[src/rtl/mips_pkg.sv]
// Shared MIPS decode constants: opcodes, functs, ALU and destination encodings, control bundle.
package mips_pkg;

  localparam logic [5:0] OP_RTYPE = 6'h00;
  localparam logic [5:0] OP_J     = 6'h02;
  localparam logic [5:0] OP_JAL   = 6'h03;
  localparam logic [5:0] OP_BEQ   = 6'h04;
  localparam logic [5:0] OP_BNE   = 6'h05;
  localparam logic [5:0] OP_ADDI  = 6'h08;
  localparam logic [5:0] OP_XORI  = 6'h0E;
  localparam logic [5:0] OP_LW    = 6'h23;
  localparam logic [5:0] OP_SW    = 6'h2B;

  localparam logic [5:0] FN_JR  = 6'h08;
  localparam logic [5:0] FN_ADD = 6'h20;
  localparam logic [5:0] FN_SUB = 6'h22;
  localparam logic [5:0] FN_SLT = 6'h2A;

  localparam logic [2:0] ALU_ADD = 3'd0;
  localparam logic [2:0] ALU_SUB = 3'd1;
  localparam logic [2:0] ALU_XOR = 3'd2;
  localparam logic [2:0] ALU_SLT = 3'd3;

  localparam logic [1:0] REG_DST_RT  = 2'd0;
  localparam logic [1:0] REG_DST_RD  = 2'd1;
  localparam logic [1:0] REG_DST_R31 = 2'd2;

  typedef struct packed {
    logic       alu_src;
    logic [2:0] alu_ctrl;
    logic [1:0] reg_dst;
    logic       reg_write;
    logic       mem_write;
    logic       mem_to_reg;
    logic       branch_eq;
    logic       branch_ne;
    logic       jump;
    logic       jump_link;
    logic       jump_reg;
    logic       illegal;
  } ctrl_t;

  // Opcodes whose rt field is a source operand rather than a destination.
  function automatic logic reads_rt(input logic [5:0] op);
    return (op == OP_RTYPE) || (op == OP_SW) || (op == OP_BEQ) || (op == OP_BNE);
  endfunction

endpackage

[src/rtl/decode_ctrl.sv]
// Combinational opcode/funct to control-bundle decoder; unknown encodings flag illegal only.
module decode_ctrl
  import mips_pkg::*;
(
  input  logic [5:0] op,
  input  logic [5:0] funct,
  output ctrl_t      ctrl_c
);

  always_comb begin
    ctrl_c = '0;
    case (op)
      OP_RTYPE: begin
        case (funct)
          FN_ADD: begin
            ctrl_c.reg_dst   = REG_DST_RD;
            ctrl_c.reg_write = 1'b1;
            ctrl_c.alu_ctrl  = ALU_ADD;
          end
          FN_SUB: begin
            ctrl_c.reg_dst   = REG_DST_RD;
            ctrl_c.reg_write = 1'b1;
            ctrl_c.alu_ctrl  = ALU_SUB;
          end
          FN_SLT: begin
            ctrl_c.reg_dst   = REG_DST_RD;
            ctrl_c.reg_write = 1'b1;
            ctrl_c.alu_ctrl  = ALU_SLT;
          end
          FN_JR:   ctrl_c.jump_reg = 1'b1;
          default: ctrl_c.illegal  = 1'b1;
        endcase
      end
      OP_LW: begin
        ctrl_c.alu_src    = 1'b1;
        ctrl_c.alu_ctrl   = ALU_ADD;
        ctrl_c.reg_dst    = REG_DST_RT;
        ctrl_c.reg_write  = 1'b1;
        ctrl_c.mem_to_reg = 1'b1;
      end
      OP_SW: begin
        ctrl_c.alu_src   = 1'b1;
        ctrl_c.alu_ctrl  = ALU_ADD;
        ctrl_c.mem_write = 1'b1;
      end
      OP_BEQ: begin
        ctrl_c.alu_ctrl  = ALU_SUB;
        ctrl_c.branch_eq = 1'b1;
      end
      OP_BNE: begin
        ctrl_c.alu_ctrl  = ALU_SUB;
        ctrl_c.branch_ne = 1'b1;
      end
      OP_ADDI: begin
        ctrl_c.alu_src   = 1'b1;
        ctrl_c.alu_ctrl  = ALU_ADD;
        ctrl_c.reg_dst   = REG_DST_RT;
        ctrl_c.reg_write = 1'b1;
      end
      OP_XORI: begin
        ctrl_c.alu_src   = 1'b1;
        ctrl_c.alu_ctrl  = ALU_XOR;
        ctrl_c.reg_write = 1'b1;
      end
      OP_J:    ctrl_c.jump = 1'b1;
      OP_JAL: begin
        ctrl_c.jump      = 1'b1;
        ctrl_c.jump_link = 1'b1;
        ctrl_c.reg_write = 1'b1;
        ctrl_c.reg_dst   = REG_DST_R31;
      end
      default: ctrl_c.illegal = 1'b1;
    endcase
  end

endmodule

[src/rtl/pipelined_decode.sv]
// Decode stage: one output register with valid/ready handshake, flush, and load-use bubble insertion.
module pipelined_decode
  import mips_pkg::*;
#(
  parameter int unsigned INSTR_W   = 32,
  parameter int unsigned REG_AW    = 5,
  parameter bit          HAZARD_EN = 1'b1,
  parameter int unsigned CNT_W     = 16
) (
  input  logic               clk,
  input  logic               reset,
  input  logic               in_valid,
  output logic               in_ready,
  input  logic [INSTR_W-1:0] instr,
  input  logic [INSTR_W-1:0] pc,
  input  logic               flush,
  output logic               out_valid,
  input  logic               out_ready,
  output logic [5:0]         op,
  output logic [5:0]         funct,
  output logic [REG_AW-1:0]  rs,
  output logic [REG_AW-1:0]  rt,
  output logic [REG_AW-1:0]  rd,
  output logic [15:0]        imm,
  output logic [INSTR_W-1:0] imm_ext,
  output logic [25:0]        addr,
  output logic [INSTR_W-1:0] pc_out,
  output logic               alu_src,
  output logic [2:0]         alu_ctrl,
  output logic [1:0]         reg_dst,
  output logic               reg_write,
  output logic               mem_write,
  output logic               mem_to_reg,
  output logic               branch_eq,
  output logic               branch_ne,
  output logic               jump,
  output logic               jump_link,
  output logic               jump_reg,
  output logic               illegal,
  output logic [CNT_W-1:0]   bubble_count
);

  localparam int unsigned EXT_W = INSTR_W - 16;

  logic [5:0]        in_op, in_funct;
  logic [REG_AW-1:0] in_rs, in_rt, in_rd;
  ctrl_t             in_ctrl;
  logic              hazard_c, accept_c, bubble_c;

  logic               out_valid_q, out_valid_d;
  logic [5:0]         op_q, op_d, funct_q, funct_d;
  logic [REG_AW-1:0]  rs_q, rs_d, rt_q, rt_d, rd_q, rd_d;
  logic [15:0]        imm_q, imm_d;
  logic [INSTR_W-1:0] imm_ext_q, imm_ext_d, pc_q, pc_d;
  logic [25:0]        addr_q, addr_d;
  ctrl_t              ctrl_q, ctrl_d;
  logic [CNT_W-1:0]   bubble_count_q, bubble_count_d;

  assign in_op    = instr[31:26];
  assign in_funct = instr[5:0];
  assign in_rs    = REG_AW'(instr[25:21]);
  assign in_rt    = REG_AW'(instr[20:16]);
  assign in_rd    = REG_AW'(instr[15:11]);

  decode_ctrl u_decode_ctrl (
    .op     (in_op),
    .funct  (in_funct),
    .ctrl_c (in_ctrl)
  );

  // A load writing a nonzero rt stalls any consumer of that register for one cycle.
  always_comb begin
    hazard_c = HAZARD_EN && out_valid_q && (op_q == OP_LW) && (rt_q != '0) &&
               ((in_rs == rt_q) || (reads_rt(in_op) && (in_rt == rt_q)));
    in_ready = !reset && !flush && (!out_valid_q || out_ready) && !hazard_c;
    accept_c = in_valid && in_ready;
    bubble_c = in_valid && hazard_c && out_ready && !flush;
  end

  always_comb begin
    out_valid_d    = out_valid_q;
    op_d           = op_q;
    funct_d        = funct_q;
    rs_d           = rs_q;
    rt_d           = rt_q;
    rd_d           = rd_q;
    imm_d          = imm_q;
    imm_ext_d      = imm_ext_q;
    addr_d         = addr_q;
    pc_d           = pc_q;
    ctrl_d         = ctrl_q;
    bubble_count_d = bubble_count_q;
    if (flush) begin
      out_valid_d = 1'b0;
    end else if (accept_c) begin
      out_valid_d = 1'b1;
      op_d        = in_op;
      funct_d     = in_funct;
      rs_d        = in_rs;
      rt_d        = in_rt;
      rd_d        = in_rd;
      imm_d       = instr[15:0];
      imm_ext_d   = {{EXT_W{instr[15]}}, instr[15:0]};
      addr_d      = instr[25:0];
      pc_d        = pc;
      ctrl_d      = in_ctrl;
    end else if (out_ready) begin
      out_valid_d = 1'b0;
    end
    if (bubble_c && (bubble_count_q != '1)) begin
      bubble_count_d = bubble_count_q + CNT_W'(1);
    end
  end

  always_ff @(posedge clk) begin
    if (reset) begin
      out_valid_q    <= 1'b0;
      op_q           <= '0;
      funct_q        <= '0;
      rs_q           <= '0;
      rt_q           <= '0;
      rd_q           <= '0;
      imm_q          <= '0;
      imm_ext_q      <= '0;
      addr_q         <= '0;
      pc_q           <= '0;
      ctrl_q         <= '0;
      bubble_count_q <= '0;
    end else begin
      out_valid_q    <= out_valid_d;
      op_q           <= op_d;
      funct_q        <= funct_d;
      rs_q           <= rs_d;
      rt_q           <= rt_d;
      rd_q           <= rd_d;
      imm_q          <= imm_d;
      imm_ext_q      <= imm_ext_d;
      addr_q         <= addr_d;
      pc_q           <= pc_d;
      ctrl_q         <= ctrl_d;
      bubble_count_q <= bubble_count_d;
    end
  end

  assign out_valid    = out_valid_q;
  assign op           = op_q;
  assign funct        = funct_q;
  assign rs           = rs_q;
  assign rt           = rt_q;
  assign rd           = rd_q;
  assign imm          = imm_q;
  assign imm_ext      = imm_ext_q;
  assign addr         = addr_q;
  assign pc_out       = pc_q;
  assign alu_src      = ctrl_q.alu_src;
  assign alu_ctrl     = ctrl_q.alu_ctrl;
  assign reg_dst      = ctrl_q.reg_dst;
  assign reg_write    = ctrl_q.reg_write;
  assign mem_write    = ctrl_q.mem_write;
  assign mem_to_reg   = ctrl_q.mem_to_reg;
  assign branch_eq    = ctrl_q.branch_eq;
  assign branch_ne    = ctrl_q.branch_ne;
  assign jump         = ctrl_q.jump;
  assign jump_link    = ctrl_q.jump_link;
  assign jump_reg     = ctrl_q.jump_reg;
  assign illegal      = ctrl_q.illegal;
  assign bubble_count = bubble_count_q;

endmodule

[config.mk]
export PLATFORM = sky130hd
export DESIGN_NAME = pipelined_decode
export DESIGN_NICKNAME = d
export VERILOG_FILES = /design/src/rtl/mips_pkg.sv /design/src/rtl/decode_ctrl.sv /design/src/rtl/pipelined_decode.sv
export SDC_FILE = /design/constraint.sdc
export NUM_CORES = 1
export LEC_CHECK = 0
export ABC_AREA = 1
export CORE_MARGIN = 4
export CORE_UTILIZATION = 40
export DETAILED_ROUTE_END_ITERATION = 10
export GPL_TIMING_DRIVEN = 0
export PLACE_DENSITY = 0.79
export SLEW_MARGIN = 25
export SYNTH_ARGS = -nofsm -noshare
export SYNTH_HDL_FRONTEND = slang
export SYNTH_HIERARCHICAL = 1
export SYNTH_SLANG_ARGS = --single-unit
[constraint.sdc]
create_clock -name clk -period 2 [get_ports clk]
set_input_delay 0.4 -clock clk [delete_from_list [all_inputs] [get_ports clk]]
set_output_delay 0.4 -clock clk [all_outputs]
set_load 0.05 [all_outputs]
# == Word-level counts from Yosys, hierarchy flattened ==
# Index checks and enable logic that the tools add are counted.
# totals
regBits,149
latch_bits,0
ram_bits,0
rom_bits,0
output_inout_bits,166
wordCells,90
memories,0
# classes
n_addsub,1
mul,0
n_div,0
n_lt_le_gt_ge,0
eq_ne,16
shifts,0
mux,17
bitwise,1
n_reduce_logical,32
# op_table
operator,n
$eq 6x6->1 const B,6
$eq 6x4->1 const B,3
$add 16x1->16 const B,1
$ne 16x16->1 const B,1
$pmux 5 s3,1
$eq 6x2->1 const B,2
$eq 6x3->1 const B,2
$logic_and 1x1->1,12
$mux 1,12
$reduce_or 4->1,3
$eq 5x5->1,2
$reduce_or 8->1,1
$logic_not 6->1,1
$pmux 2 s3,1
$reduce_or 2->1,3
$logic_or 1x1->1,5
$reduce_bool 5->1,1
$logic_not 1->1,4
$pmux 1 s2,2
$pmux 2 s2,1
$reduce_and 2->1,1
$reduce_bool 2->1,1
$not 1->1,1

# == Logic depth before layout (Yosys ltp) ==
# logic_depth
depth_word,11
ltp_mapped,11
mapped_depth_nobuf,11

# == Hierarchy ==
# The synthesis kept the hierarchy.
# modules_own_cells
module,n_inst,cells_per_inst,area_per_inst_um2,seq_area_each_um2
pipelined_decode,1,617,4546.9,1921.8
decode_ctrl,1,59,282.8,0.0

# == Worst setup path after synthesis ==
# OpenSTA, ideal clock, no wires.
# synth_timing
path_type,register to output
startpoint,register addr[20] (netlist name)
endpoint,output port in_ready
arrival_ns,1.735
t_required_ns,1.600
path_slack_ns,-0.135
path_stages_with_launch,10
path_cell_list,dfxtp_1 -> inv_1 -> nand2_1 -> nand2_1 -> nor2_1 -> nand2_1 -> o21ai_4 -> a21boi_1 -> buf_2 -> buf_4
# synth_lines
element,line_no,text
"end, declared",pipelined_decode.sv:13,"output logic in_ready,"

# == Worst setup path after layout ==
# layout_timing
startpoint,register rt_q[2] (netlist: rt[2])
endpoint,output port in_ready
# layout_between
elab_chain_cells,6
# layout_rtl
element,line_no,text
"start, declared",pipelined_decode.sv:52,"logic [REG_AW-1:0] rs_q, rs_d, rt_q, rt_d, rd_q, rd_d;"
"start signal, assigned",pipelined_decode.sv:134,rt_q <= rt_d;
$eq 5x5->1,pipelined_decode.sv:74,((in_rs == rt_q) || (reads_rt(in_op) && (in_rt == rt_q)));
$logic_and 1x1->1,pipelined_decode.sv:74,
$logic_or 1x1->1,pipelined_decode.sv:74,
$logic_and 1x1->1 (*),pipelined_decode.sv:73,hazard_c = HAZARD_EN && out_valid_q && (op_q == OP_LW) && (rt_q != '0) &&
$logic_not 1->1 (*),pipelined_decode.sv:75,in_ready = !reset && !flush && (!out_valid_q || out_ready) && !hazard_c;
$logic_and 1x1->1 (*),pipelined_decode.sv:75,
# Mark *: on every way between the ends. The rest lies on a longest branch, timed or not.

==> metrics.txt <==
Worst Clk Skew=0.00694 ns; overall die area=between 0.01 and 0.015 sq mm; count of final hold-check violations=0; clock power share=between 30% and 40%; Pwr Density=between 600 and 700 mW/mm^2; number of inserted diodes=0; Reg power frac=between 40% and 50%; hold crit path type=in2reg; post-route cell area=~0.0078 sq mm; total number of nets in the final design=between 1000 and 1500; post-synthesis area per instance=just over 7 sq um; violated checks=negative setup slack; sequential share of the synthesized area=between 30% and 40%; wire length of the first global-routing pass=around 24 mm; clock latency on the worst-skew pair=0.34 ns; utilization of the core after routing=between 60% and 70%; via count=approximately 5300; top-level I/O count=235; wire length reported by the detailed router=15.4 mm; unrepaired setup endpoints after global routing=yes; aggregate global routing overflow=0; ordered cell list for the critical path=nor2_1 > nor2_1 > nor2_2 > nand2_2 > o21ai_4 > a21boi_2 > buf_8 > buf_8; Finish-stage setup viols=1; clk slew on worst S/H paths=0.07 ns; via count of the first global-routing pass=around 4600; final period demand of the worst path=2.06 ns; Longest Clk Path Bufs=2; Worst Path Max Fanout=6; Critical path buffers and inverters=2; total cell area at the placement stage=approximately 0.0073 sq mm; hold slack=0.396 ns; share of final-layout standard cells stronger than drive strength 1=~17%; placeable core region=between 0.01 and 0.015 sq mm; worst-case setup margin in the final layout=-0.0598 ns; fraction of power spent switching nets=between 20% and 30%; transition time of the tightest slew-check pin=~0.68 ns; maximum VDD drop=slightly below 0.0005 V; number of buffers inserted during clock tree synthesis=9; Power Total=roughly 4.8 mW; row count=39; final period utilization=103%; flip-flop and latch count after synthesis=96; horizontal die dimension=between 100 and 150 um; number of placed instances, taps included=around 1100; detail-routed via count per cell=4.86; CTS Root Cell=sky130_fd_sc_hd__clkbuf_16; Netlist Area Pre-Place=approximately 0.0048 sq mm; DRT Pass-1 Iters=5; final estimated routing congestion in global placement=between 0.8 and 0.9; total leakage power=approximately 3.8 nW; count of input and output buffers=roughly 230; family of cells with the greatest summed delay on the critical path=simple AND/OR/NAND/NOR gates; TritonCTS clock tree=yes; max reg flops=32; WL/cell=approximately 14 um; starting density of the core=just over 40%; number of violations of the max-capacitance limit=0; Filler Cell Count=about 1000; signal arrival time at the worst endpoint=about 1.7 ns; number of standard cells in the final layout excluding fillers=roughly 1100; starting DRC count in detailed routing=around 320; internal power contribution=about 3.5 mW; die outline height=roughly 120 um; total clock sinks=96; Mapped Cells=676; Distinct cells, synth=33; detailed placement HPWL=roughly 12 mm; Crit path largest cell delay=0.37 ns; type of origin of the critical path=flop; drc violations=0; net switching power figure=approximately 1.4 mW; number of antenna violations at the first check in global routing=0; Detail Route Antenna Nets=0; count of pins over their slew limit=0; area added between synthesis and finish=60.9%; combinational power share=~20%; synth warn=6; library cell contributing the largest single delay on the critical path=sky130_fd_sc_hd__dfxtp_4; Clock H-tree levels=3; kind of capture point of the worst setup path=primary output; maximum number of pins on one net before global-route repair=22; critical path type=reg2out; FMAX=slightly below 500 MHz; relative max-transition margin=between 50% and 60%; Req. time, crit path=1.60 ns; outcome=finished, violations left; syn nets=around 750; overall global routing resource usage=20.6%
per-layer routing:
layer	up-vias	wire, um	global-route usage [%]
li1	2652	-	-
met1	2374	6620	25.6
met2	210	7400	34.4
met3	26	1130	5.96
met4	0	277	6.74
met5	-	0	0
placed cells by master (no fill, tap or decap), types with 5 or more instances in the layout:
cell type and count:
sky130_fd_sc_hd__clkbuf_1 10, sky130_fd_sc_hd__nand3_1 103, sky130_fd_sc_hd__nand4_1 9, sky130_fd_sc_hd__dfxtp_1 88, sky130_fd_sc_hd__nor2_1 47, sky130_fd_sc_hd__o21ai_0 5, sky130_fd_sc_hd__nor2_2 6, sky130_fd_sc_hd__dfxtp_4 5
sky130_fd_sc_hd__clkdlybuf4s50_1 117, sky130_fd_sc_hd__clkdlybuf4s15_1 17, sky130_fd_sc_hd__dlygate4sd2_1 74, sky130_fd_sc_hd__buf_4 90, sky130_fd_sc_hd__buf_2 11, sky130_fd_sc_hd__inv_1 43, sky130_fd_sc_hd__nand2_1 135, sky130_fd_sc_hd__a21oi_1 92
sky130_fd_sc_hd__clkbuf_16 9, sky130_fd_sc_hd__dlymetal6s2s_1 18, sky130_fd_sc_hd__buf_1 9
worst reg2reg max path, cell delays in order, from the launching register on:
cell                      delay [ns]
sky130_fd_sc_hd__dfxtp_4        0.37
sky130_fd_sc_hd__nor2_1         0.10
sky130_fd_sc_hd__nor2_1         0.06
sky130_fd_sc_hd__nor2_2         0.13
sky130_fd_sc_hd__nand2_2        0.08
sky130_fd_sc_hd__o21ai_4        0.19
sky130_fd_sc_hd__buf_4          0.17
sky130_fd_sc_hd__nand2_2        0.07
sky130_fd_sc_hd__nand3_4        0.12
sky130_fd_sc_hd__buf_2          0.24
sky130_fd_sc_hd__nand2_1        0.08
sky130_fd_sc_hd__a21oi_1        0.16
what timing repair did:
item / in CTS / in global routing
endpoints found under the setup margin: 172 / 58
pin swaps: 6 / 8
hold buffers: 0 / 0
buffers inserted: 3 / 12
resized for setup: 121 / 51
area by class of cell:
cell class	instances	area [sq um]	share of cell area, %
clock buffers	11	243	3.12
well taps	143	179	2.30
inverters	47	176	2.27
multi-input cells	427	2070	26.6
repair buffers	248	2380	30.7
plain buffers	105	701	9.01
flip-flops and latches	96	1940	25.0
clock inverters	5	78.8	1.01
cell usage after synthesis (all sizes together):
library cell  number  area, sq um
a21boi             1         7.51
o21bai             2         15.0
nand3b             3         35.0
dfxtp             96         1920
o21ai              7         46.3
ha                 1         12.5
nor3               3         20.0
inv               47          176
a21oi             93          465
clkbuf             9         33.8
or2                1         6.26
xor2               4         35.0
buf               97          664
and3               1         6.26
nand4              9         56.3
xnor2              1         8.76
nor2              55          231
nand2            138          523
nand3            106          553
nor3b              1         7.51
conb               1         3.75
final timing paths:
path | slack [ns] | to | startpoint | depth (start not counted)
worst min-delay path | 0.40 | op[5]$_SDFFE_PP0P_ | instr[31] | 3
worst max register to register | 0.16 | jump_reg$_SDFFE_PP0P_ | rt[2]$_SDFFE_PP0P_ | 11
worst min register to register | 0.46 | pc_out[22]$_SDFFE_PP0P_ | pc_out[22]$_SDFFE_PP0P_ | 2
worst max-delay path | -0.06 | in_ready | rt[2]$_SDFFE_PP0P_ | 8
kinds of logic after synthesis:
kind of cell	share of synthesized area (%)
AOI/OAI and AO/OA	11.1
xor gates and xnor gates	0.907
adders and majority gates	0.259
buffers and inverters	18.1
DFF	39.8
other	0.0776
and+or+nand+nor	29.8
stage by stage:
stage,setup WS (ns),setup TNS (ns)
detailed placement,-1.30,-47.20
finish,-0.0598,-0.0598
global placement,-1.28,-45.00
global route,-0.124,-0.185
CTS,-0.187,-0.187
floorplan,0.00463,0
power groups by stage:
stage / Sequential, mW / Clock [mW] / Combinational [mW]
2_1_floorplan: 2.19 / 0 / 0.440
3_3_place_gp: 2.04 / 0 / 0.986
3_5_place_dp: 2.04 / 0 / 0.990
4_1_cts: 2.00 / 1.92 / 0.954
5_1_grt: 2.00 / 1.98 / 1.02
6_report: 1.99 / 1.89 / 0.969
Power figures use the tool's default switching activity.
